===== config.mk =====
export PLATFORM = sky130hd
export DESIGN_NAME = pic_host_sequencer_flat
export DESIGN_NICKNAME = d
export VERILOG_FILES = /design/src/rtl/pic_host_sequencer_pkg.sv /design/src/rtl/pic_host_sequencer_if.sv /design/src/rtl/pic_host_sequencer_strobe_timer.sv /design/src/rtl/pic_host_sequencer.sv /design/src/flat_wrapper.sv
export SDC_FILE = /design/constraint.sdc
export NUM_CORES = 1
export LEC_CHECK = 0
export CAP_MARGIN = 20
export CORE_UTILIZATION = 49
export CTS_CLUSTER_DIAMETER = 40
export CTS_CLUSTER_SIZE = 10
export DETAILED_ROUTE_END_ITERATION = 6
export GPL_TIMING_DRIVEN = 0
export PLACE_DENSITY = 0.83
export SETUP_SLACK_MARGIN = 0.5
export SLEW_MARGIN = 20
export SYNTH_ARGS = -nofsm -noshare
export SYNTH_HDL_FRONTEND = slang
export SYNTH_SLANG_ARGS = --single-unit

===== constraint.sdc =====
create_clock -name clk -period 2.25 [get_ports clk]
set_input_delay 0.225 -clock clk [delete_from_list [all_inputs] [get_ports clk]]
set_output_delay 0.225 -clock clk [all_outputs]
set_load 0.02 [all_outputs]

===== src/rtl/pic_host_sequencer_pkg.sv =====
`default_nettype none
// ============================================================================
// Module      : pic_pkg
// Description : Shared types and constants for the PIC host sequencer.
// Revision    : 1.0 - initial release
// ============================================================================
package pic_pkg;

    typedef enum logic [3:0] {
        ST_IDLE     = 4'd0,
        ST_WR_SETUP = 4'd1,
        ST_WR_PULSE = 4'd2,
        ST_WR_HOLD  = 4'd3,
        ST_RD_PULSE = 4'd4,
        ST_RD_DONE  = 4'd5,
        ST_INTA1    = 4'd6,
        ST_INTA_GAP = 4'd7,
        ST_INTA2    = 4'd8,
        ST_VEC_DONE = 4'd9
    } state_t;

    typedef enum logic [1:0] {
        W_ICW1 = 2'd0,
        W_ICW2 = 2'd1,
        W_ICW3 = 2'd2,
        W_ICW4 = 2'd3
    } icw_idx_t;

    typedef struct packed {
        logic     more;
        icw_idx_t idx;
    } icw_next_t;

    localparam logic A0_CMD  = 1'b0;
    localparam logic A0_DATA = 1'b1;

    localparam int IC4     = 0;
    localparam int SNGL    = 1;
    localparam int LTIM    = 3;
    localparam int ICW1_ID = 4;

    // Picks the init word that follows cur; ICW3 only in cascade mode, ICW4 only when requested.
    function automatic icw_next_t next_icw(input icw_idx_t cur, input logic sngl, input logic ic4);
        icw_next_t n;
        n.more = 1'b0;
        n.idx  = W_ICW1;
        case (cur)
            W_ICW1: begin
                n.more = 1'b1;
                n.idx  = W_ICW2;
            end
            W_ICW2: begin
                if (!sngl) begin
                    n.more = 1'b1;
                    n.idx  = W_ICW3;
                end else if (ic4) begin
                    n.more = 1'b1;
                    n.idx  = W_ICW4;
                end
            end
            W_ICW3: begin
                if (ic4) begin
                    n.more = 1'b1;
                    n.idx  = W_ICW4;
                end
            end
            default: n.more = 1'b0;
        endcase
        return n;
    endfunction

endpackage
`default_nettype wire


===== src/rtl/pic_host_sequencer_if.sv =====
`default_nettype none
// ============================================================================
// Module      : pic_host_sequencer_if
// Description : Register-port and INTA bus between host sequencer and PIC.
// Revision    : 1.0 - initial release
// ============================================================================
interface pic_host_sequencer_if;
    logic       wr_enable;
    logic       rd_enable;
    logic       a0;
    logic [7:0] data_out;
    logic       data_oe;
    logic [7:0] data_in;
    logic       inta_n;
    logic       int_in;

    modport master (
        output wr_enable, rd_enable, a0, data_out, data_oe, inta_n,
        input  data_in, int_in
    );

    modport slave (
        input  wr_enable, rd_enable, a0, data_out, data_oe, inta_n,
        output data_in, int_in
    );
endinterface
`default_nettype wire


===== src/rtl/pic_host_sequencer_strobe_timer.sv =====
`default_nettype none
// ============================================================================
// Module      : pic_strobe_timer
// Description : Load/count-down timer; done marks the last cycle of a phase.
// Revision    : 1.0 - initial release
// ============================================================================
module pic_strobe_timer #(
    parameter int CNT_W = 2
) (
    input  wire logic             clk,
    input  wire logic             rst_n,
    input  wire logic             load,
    input  wire logic [CNT_W-1:0] load_val,
    output logic                  done
);
    logic [CNT_W-1:0] r_cnt;
    logic [CNT_W-1:0] w_cur;

    // The load cycle is itself the first counted cycle of the phase.
    assign w_cur = load ? load_val : r_cnt;
    assign done  = (w_cur == CNT_W'(1));

    always_ff @(posedge clk or negedge rst_n) begin
        if (!rst_n) begin
            r_cnt <= '0;
        end else begin
            r_cnt <= (w_cur != '0) ? (w_cur - CNT_W'(1)) : '0;
        end
    end
endmodule
`default_nettype wire


===== src/rtl/pic_host_sequencer.sv =====
`default_nettype none
// ============================================================================
// Module      : pic_host_sequencer
// Description : CPU-side initiator: ICW init, OCW writes, reads, INTA cycles.
// Revision    : 1.0 - initial release
// ============================================================================
module pic_host_sequencer
    import pic_pkg::*;
#(
    parameter int PULSE_CYC = 2,
    parameter int GAP_CYC   = 1
) (
    input  wire logic       clk,
    input  wire logic       rst_n,
    input  wire logic       init_start,
    input  wire logic [7:0] icw1,
    input  wire logic [7:0] icw2,
    input  wire logic [7:0] icw3,
    input  wire logic [7:0] icw4,
    input  wire logic       ocw_req,
    input  wire logic       ocw_a0,
    input  wire logic [7:0] ocw_data,
    input  wire logic       rd_req,
    input  wire logic       rd_a0,
    output logic      [7:0] rd_data,
    output logic            rd_valid,
    output logic      [7:0] vector,
    output logic            vector_valid,
    output logic            initialized,
    output logic            busy,
    pic_host_sequencer_if.master bus
);
    localparam int MAX_CYC = (PULSE_CYC > GAP_CYC) ? PULSE_CYC : GAP_CYC;
    localparam int CNT_W   = $clog2(MAX_CYC) + 1;
    localparam logic [CNT_W-1:0] C_PULSE = CNT_W'(PULSE_CYC);
    localparam logic [CNT_W-1:0] C_GAP   = CNT_W'(GAP_CYC);

    state_t           r_state;
    logic             r_wr_enable, r_rd_enable, r_inta_n, r_a0, r_data_oe;
    logic [7:0]       r_data_out, r_rd_data, r_vector;
    logic             r_rd_valid, r_vector_valid, r_initialized, r_busy;
    logic             r_in_init, r_init_gap, r_sngl, r_ic4;
    icw_idx_t         r_word;
    logic [7:0]       r_icw2, r_icw3, r_icw4;
    logic             r_tmr_load;
    logic [CNT_W-1:0] r_tmr_val;
    logic             w_tmr_done;
    icw_next_t        w_next;

    assign w_next = next_icw(r_word, r_sngl, r_ic4);

    pic_strobe_timer #(.CNT_W(CNT_W)) u_timer (
        .clk      (clk),
        .rst_n    (rst_n),
        .load     (r_tmr_load),
        .load_val (r_tmr_val),
        .done     (w_tmr_done)
    );

    always_ff @(posedge clk or negedge rst_n) begin
        if (!rst_n) begin
            r_state        <= ST_IDLE;
            r_wr_enable    <= 1'b0;
            r_rd_enable    <= 1'b0;
            r_inta_n       <= 1'b1;
            r_a0           <= 1'b0;
            r_data_oe      <= 1'b0;
            r_data_out     <= 8'h00;
            r_rd_data      <= 8'h00;
            r_vector       <= 8'h00;
            r_rd_valid     <= 1'b0;
            r_vector_valid <= 1'b0;
            r_initialized  <= 1'b0;
            r_busy         <= 1'b0;
            r_in_init      <= 1'b0;
            r_init_gap     <= 1'b0;
            r_sngl         <= 1'b0;
            r_ic4          <= 1'b0;
            r_word         <= W_ICW1;
            r_icw2         <= 8'h00;
            r_icw3         <= 8'h00;
            r_icw4         <= 8'h00;
            r_tmr_load     <= 1'b0;
            r_tmr_val      <= '0;
        end else begin
            r_tmr_load <= 1'b0;
            case (r_state)
                ST_IDLE: begin
                    if (r_init_gap) begin
                        // Inter-word gap of the init sequence: no arbitration here.
                        r_init_gap <= 1'b0;
                        r_state    <= ST_WR_SETUP;
                        r_busy     <= 1'b1;
                        r_data_oe  <= 1'b1;
                        r_a0       <= A0_DATA;
                        case (r_word)
                            W_ICW2:  r_data_out <= r_icw2;
                            W_ICW3:  r_data_out <= r_icw3;
                            default: r_data_out <= r_icw4;
                        endcase
                    end else if (bus.int_in && r_initialized) begin
                        r_state    <= ST_INTA1;
                        r_busy     <= 1'b1;
                        r_inta_n   <= 1'b0;
                        r_tmr_load <= 1'b1;
                        r_tmr_val  <= C_PULSE;
                    end else if (init_start) begin
                        r_state       <= ST_WR_SETUP;
                        r_busy        <= 1'b1;
                        r_initialized <= 1'b0;
                        r_in_init     <= 1'b1;
                        r_word        <= W_ICW1;
                        r_sngl        <= icw1[SNGL];
                        r_ic4         <= icw1[IC4];
                        r_icw2        <= icw2;
                        r_icw3        <= icw3;
                        r_icw4        <= icw4;
                        r_data_oe     <= 1'b1;
                        r_a0          <= A0_CMD;
                        r_data_out    <= icw1;
                    end else if (ocw_req && r_initialized) begin
                        r_state    <= ST_WR_SETUP;
                        r_busy     <= 1'b1;
                        r_data_oe  <= 1'b1;
                        r_a0       <= ocw_a0;
                        r_data_out <= ocw_data;
                    end else if (rd_req && r_initialized) begin
                        r_state     <= ST_RD_PULSE;
                        r_busy      <= 1'b1;
                        r_rd_enable <= 1'b1;
                        r_a0        <= rd_a0;
                        r_tmr_load  <= 1'b1;
                        r_tmr_val   <= C_PULSE;
                    end
                end
                ST_WR_SETUP: begin
                    r_state     <= ST_WR_PULSE;
                    r_wr_enable <= 1'b1;
                    r_tmr_load  <= 1'b1;
                    r_tmr_val   <= C_PULSE;
                end
                ST_WR_PULSE: begin
                    if (w_tmr_done) begin
                        r_state     <= ST_WR_HOLD;
                        r_wr_enable <= 1'b0;
                    end
                end
                ST_WR_HOLD: begin
                    r_state   <= ST_IDLE;
                    r_busy    <= 1'b0;
                    r_data_oe <= 1'b0;
                    if (r_in_init) begin
                        if (w_next.more) begin
                            r_word     <= w_next.idx;
                            r_init_gap <= 1'b1;
                        end else begin
                            r_in_init     <= 1'b0;
                            r_initialized <= 1'b1;
                        end
                    end
                end
                ST_RD_PULSE: begin
                    if (w_tmr_done) begin
                        r_state     <= ST_RD_DONE;
                        r_rd_enable <= 1'b0;
                        r_rd_data   <= bus.data_in;
                        r_rd_valid  <= 1'b1;
                    end
                end
                ST_RD_DONE: begin
                    r_state    <= ST_IDLE;
                    r_busy     <= 1'b0;
                    r_rd_valid <= 1'b0;
                end
                ST_INTA1: begin
                    if (w_tmr_done) begin
                        r_state    <= ST_INTA_GAP;
                        r_inta_n   <= 1'b1;
                        r_tmr_load <= 1'b1;
                        r_tmr_val  <= C_GAP;
                    end
                end
                ST_INTA_GAP: begin
                    if (w_tmr_done) begin
                        r_state    <= ST_INTA2;
                        r_inta_n   <= 1'b0;
                        r_tmr_load <= 1'b1;
                        r_tmr_val  <= C_PULSE;
                    end
                end
                ST_INTA2: begin
                    if (w_tmr_done) begin
                        r_state        <= ST_VEC_DONE;
                        r_inta_n       <= 1'b1;
                        r_vector       <= bus.data_in;
                        r_vector_valid <= 1'b1;
                    end
                end
                ST_VEC_DONE: begin
                    r_state        <= ST_IDLE;
                    r_busy         <= 1'b0;
                    r_vector_valid <= 1'b0;
                end
                default: begin
                    r_state <= ST_IDLE;
                    r_busy  <= 1'b0;
                end
            endcase
        end
    end

    assign bus.wr_enable = r_wr_enable;
    assign bus.rd_enable = r_rd_enable;
    assign bus.inta_n    = r_inta_n;
    assign bus.a0        = r_a0;
    assign bus.data_out  = r_data_out;
    assign bus.data_oe   = r_data_oe;
    assign rd_data       = r_rd_data;
    assign rd_valid      = r_rd_valid;
    assign vector        = r_vector;
    assign vector_valid  = r_vector_valid;
    assign initialized   = r_initialized;
    assign busy          = r_busy;
endmodule
`default_nettype wire


===== src/flat_wrapper.sv =====
// flat-port wrapper written by rule: the top's interface ports become plain ports
module pic_host_sequencer_flat import pic_pkg::*;
#(
    parameter int PULSE_CYC = 2,
    parameter int GAP_CYC   = 1
)
  (clk, rst_n, init_start, icw1, icw2, icw3, icw4, ocw_req, ocw_a0, ocw_data, rd_req, rd_a0, rd_data, rd_valid, vector, vector_valid, initialized, busy, bus_wr_enable, bus_rd_enable, bus_a0, bus_data_out, bus_data_oe, bus_inta_n, bus_data_in, bus_int_in);
  pic_host_sequencer_if bus_i ();
  input  wire logic clk;
  input  wire logic rst_n;
  input  wire logic init_start;
  input  wire logic [7:0] icw1;
  input  wire logic [7:0] icw2;
  input  wire logic [7:0] icw3;
  input  wire logic [7:0] icw4;
  input  wire logic ocw_req;
  input  wire logic ocw_a0;
  input  wire logic [7:0] ocw_data;
  input  wire logic rd_req;
  input  wire logic rd_a0;
  output logic      [7:0] rd_data;
  output logic rd_valid;
  output logic      [7:0] vector;
  output logic vector_valid;
  output logic initialized;
  output logic busy;
  output wire logic [$bits(bus_i.wr_enable)-1:0] bus_wr_enable;
  output wire logic [$bits(bus_i.rd_enable)-1:0] bus_rd_enable;
  output wire logic [$bits(bus_i.a0)-1:0] bus_a0;
  output wire logic [$bits(bus_i.data_out)-1:0] bus_data_out;
  output wire logic [$bits(bus_i.data_oe)-1:0] bus_data_oe;
  output wire logic [$bits(bus_i.inta_n)-1:0] bus_inta_n;
  input wire logic [$bits(bus_i.data_in)-1:0] bus_data_in;
  input wire logic [$bits(bus_i.int_in)-1:0] bus_int_in;
  assign bus_wr_enable = bus_i.wr_enable;
  assign bus_rd_enable = bus_i.rd_enable;
  assign bus_a0 = bus_i.a0;
  assign bus_data_out = bus_i.data_out;
  assign bus_data_oe = bus_i.data_oe;
  assign bus_inta_n = bus_i.inta_n;
  assign bus_i.data_in = bus_data_in;
  assign bus_i.int_in = bus_int_in;
  pic_host_sequencer #(.PULSE_CYC(PULSE_CYC), .GAP_CYC(GAP_CYC)) u_core (.clk(clk), .rst_n(rst_n), .init_start(init_start), .icw1(icw1), .icw2(icw2), .icw3(icw3), .icw4(icw4), .ocw_req(ocw_req), .ocw_a0(ocw_a0), .ocw_data(ocw_data), .rd_req(rd_req), .rd_a0(rd_a0), .rd_data(rd_data), .rd_valid(rd_valid), .vector(vector), .vector_valid(vector_valid), .initialized(initialized), .busy(busy), .bus(bus_i));
endmodule

==> metrics.md <==
| Metric | Value |
|---|---|
| Critical-path cell list | buf_6, or4_4, or3_4, inv_2, o31ai_2 |
| Synthesized Nets | 380 |
| Period utilisation layout | 0.770 |
| Critical Path End Type | flip-flop |
| I/O Pins | 89 |
| Routed WL | 9030 µm |
| Cell Pwr Density | 1290 nW/µm² |
| Largest net degree at the start of global routing | 45 |
| Max Root-Sink Buffers | 2 |
| Drt first-iter violations | 193 |
| Vias per Instance | 5.55 |
| Full die area | 7530 µm² |
| Critical Path Source Type | flip-flop |
| Critical Path AT | 1940 ps |
| Global routing usage on met1 | 0.332 |
| Initial antenna violation count | 0 |
| Leak | 0.00223 µW |
| Unique cell type count in the Yosys netlist | 52 |
| Min-delay worst type | input pin to asynchronous set/reset pin |
| Clk_skew | 12.0 ps |
| Gp weighted congestion | 0.858 |
| Final Net Count | 501 |
| Input/output buffers | 87 |
| Number of global-route vias before repair | 2927 |
| Synth Instances | 320 |
| Post-synth EDFFs | 0 |
| Share of cells above drive strength 1 | 0.272 |
| P&R area growth vs syn | 44.6% |
| Fmax achieved | 0.577 GHz |
| DRT antenna net count | 0 |
| Asr flop ratio synth | 1.00 |
| Htree depth | 3 |
| DRT Pass-1 Iters | 5 |
| Busiest grt layer | met2 |
| Die extent in x | 86.8 µm |
| Final hold slack | 356 ps |
| CTS tree | yes |
| Worst-Skew Late Latency | 340 ps |
| Setup violations, final | 0 |
| GRT met2 Usage | 0.394 |
| Reg-to-Reg Start | u_core.r_state[1]$_DFFE_PN0P_ |
| Part of the Yosys area used for sequential elements | 0.512 |
| Final HPWL from detailed placement | 6070 µm |
| Site Rows | 30 |
| Via count | 3005 |
| Final hold vios | 0 |
| Mean Syn Cell Area | 11.0 µm² |
| Yosys warnings | 0 |
| Crit path kind | flip-flop to flip-flop |
| Max cap viols | 0 |
| Pre-CTS setup slack | 178 ps |
| Slowest cell on the critical path | or4_4 |
| Antenna diodes | 0 |
| RSZ-0062 raised after global routing | true |
| Die Y | 86.8 µm |
| Critical Path RT | 2460 ps |
| Final worst slack | 518 ps |
| Post-synthesis register bit count | 72 |
| FF-to-FF End | u_core.r_tmr_val[0]$_DFFE_PN0P_ |
| First-pass GRT wire length | 14100 µm |
| Routed WL per cell | 16.7 µm |
| Cells on worst reg2reg path | 5 |
| Drt drc | 0 |
| Initial Util | 0.513 |
| Largest fanout on the critical path | 6 |
| Worst R2R Setup Slack | 520 ps |
| Clk Tree Root Cell | clkbuf_8 |
| Core area | 6870 µm² |
| Outcome | finished, final reports clean |
| Total Routing Usage GR | 0.246 |
| FILL cells | 454 |
| Ys flop type | dfrtp_1 |
| Min cycle time layout | 1730 ps |
| Slowest cell delay on critical path | 540 ps |
| Clk slew on worst S/H paths | 80 ps |
| Clk sink count | 72 |
| Slew HR | 0.669 |
| Total grt overflow | 0 |
| Num CTS Buffers | 9 |
| Met3 Track Usage GR | 0.0438 |
| Max-slew violation count | 0 |
| Peak VDD IR | 696 µV |
| Worst slew pin tran | 495 ps |
| Cell Area, Synth | 3520 µm² |
[power breakdown]
group | internal, µW | total [µW] | switching [µW]
Clock | 678 | 1150 | 471
Combinational | 1590 | 3230 | 1640
Sequential | 1840 | 2220 | 371
Total | 4110 | 6600 | 2480
[repair_timing]
action / CTS / global route
gates resized for setup: 28 / 28
setup endpoints to repair: 53 / 35
pin swaps: 2 / 11
gates cloned: 0 / 1
hold buffers: 1 / 0
hold endpoints to repair: 28 / 0
setup buffers: 6 / 14
[cell type report]
type / instances / area [µm²] / share of cell area
repair buffers: 110 / 1070 / 0.210
multi-input cells: 218 / 1700 / 0.333
well taps: 96 / 120 / 0.0236
flip-flops and latches: 72 / 1810 / 0.355
plain buffers: 18 / 134 / 0.0263
clock inverters: 3 / 65.1 / 0.0128
inverters: 12 / 45.0 / 0.00884
clock buffers: 12 / 155 / 0.0305
[worst max-delay path, delay by kind of cell (launching register included)]
family	cells	cell delay [ps]
AOI/OAI and AO/OA	1	60
buffers and inverters	2	210
DFF	1	380
and+or+nand+nor	2	950
[cells by family after synthesis]
logic type,count (synthesis),share of synthesized area
compound gates,88,0.161
fa+ha+maj,4,0.0142
buf+inv,30,0.0408
flops,72,0.512
mux,51,0.161
simple gates,75,0.111
[layout by cell type (no fill, tap or decap), types with 2 or more instances in the layout]
| cell type | netlist | final |
|---|---|---|
| nand2_1 | 22 | 21 |
| buf_4 | 0 | 21 |
| a31oi_1 | 5 | 5 |
| nand2b_1 | 2 | 2 |
| o211ai_1 | 4 | 4 |
| a22oi_1 | 8 | 4 |
| o41ai_1 | 2 | 2 |
| mux2_4 | 1 | 9 |
| dfrtp_1 | 71 | 67 |
| bufinv_16 | 0 | 2 |
| a211o_1 | 3 | 3 |
| a22oi_2 | 0 | 4 |
| o21ai_1 | 0 | 3 |
| dfrtp_2 | 0 | 4 |
| o31ai_1 | 3 | 2 |
| o21ai_0 | 14 | 11 |
| a21oi_2 | 0 | 2 |
| clkdlybuf4s50_1 | 0 | 85 |
| ha_1 | 4 | 4 |
| buf_2 | 7 | 5 |
| o21a_1 | 6 | 6 |
| nor3_1 | 2 | 2 |
| buf_6 | 3 | 8 |
| nor2_1 | 26 | 26 |
| a21oi_1 | 31 | 28 |
| nand3_1 | 6 | 5 |
| a21o_1 | 2 | 2 |
| inv_1 | 11 | 11 |
| clkbuf_8 | 0 | 11 |
| nor2b_1 | 2 | 2 |
| mux2_2 | 41 | 33 |
| clkbuf_1 | 8 | 5 |
| mux2i_1 | 9 | 9 |
| nand3_4 | 1 | 3 |
[state kept, by name, summed over array words and instances, names as in the netlist, 2 cells and up]
signal                count
u_core.bus.data_out       8
u_core.r_icw2             8
u_core.r_icw3             8
u_core.r_icw4             8
u_core.r_state            4
u_core.r_tmr_val          2
u_core.r_word             2
u_core.rd_data            8
u_core.u_timer.r_cnt      2
u_core.vector             8
[stage by stage]
| step | TNS, ps | instance area (µm²) | utilization | total power (µW) | cells |
|---|---|---|---|---|---|
| 2_1_floorplan | 0 | 3520 | - | 3940 | 320 |
| 3_3_place_gp | -108160 | 4510 | 0.657 | 4860 | 503 |
| 3_5_place_dp | 0 | 4540 | 0.661 | 4970 | 504 |
| 4_1_cts | 0 | 4910 | 0.715 | 6300 | 526 |
| 5_1_grt | 0 | 5090 | 0.742 | 7000 | 541 |
| 6_report | 0 | 5090 | 0.742 | 6600 | 541 |
[routing by layer]
layer  up-vias  wire length (µm)
met5         -                 0
met4         0               173
met3        17               535
met2       111              4490
met1      1480              3830
li1       1397                 -
[synth_stat cells, drive strengths merged, types with 2 or more instances]
| cell type | number | area share |
|---|---|---|
| nand2 | 22 | 0.023 |
| nor2 | 26 | 0.028 |
| o21ai | 14 | 0.020 |
| o41ai | 2 | 0.0050 |
| nand2b | 2 | 0.0036 |
| dfrtp | 71 | 0.50 |
| buf | 10 | 0.020 |
| clkbuf | 8 | 0.0085 |
| o21a | 6 | 0.013 |
| nor4 | 2 | 0.0078 |
| inv | 11 | 0.012 |
| nor3 | 2 | 0.0028 |
| o31ai | 3 | 0.0064 |
| or2 | 2 | 0.0036 |
| mux2i | 9 | 0.026 |
| nand3 | 8 | 0.016 |
| a21oi | 31 | 0.044 |
| a31oi | 5 | 0.0089 |
| a211o | 3 | 0.0075 |
| ha | 4 | 0.014 |
| mux2 | 42 | 0.14 |
| o211ai | 5 | 0.012 |
| nor2b | 2 | 0.0036 |
| o31a | 2 | 0.0053 |
| a22oi | 8 | 0.017 |
| a21o | 2 | 0.0043 |
[how the worst max path moves through the flow]
stage / from / to / slack, ps / depth (start not counted)
floorplan: u_core.r_tmr_load$_DFF_PN0_ / u_core.r_state[0]$_DFFE_PN0P_ / 590 / 6
CTS: u_core.r_word[0]$_DFFE_PN0P_ / u_core.bus.data_out[5]$_DFFE_PN0P_ / 410 / 8
finish: u_core.r_state[1]$_DFFE_PN0P_ / u_core.r_tmr_val[0]$_DFFE_PN0P_ / 520 / 5
detailed placement: u_core.r_word[1]$_DFFE_PN0P_ / u_core.bus.data_out[5]$_DFFE_PN0P_ / 180 / 8
global route: u_core.r_word[0]$_DFFE_PN0P_ / u_core.bus.data_out[5]$_DFFE_PN0P_ / 450 / 8
global placement: rst_n / u_core.bus.data_out[7]$_DFFE_PN0P_ / -1520 / 1
Power figures use the tool's default switching activity.
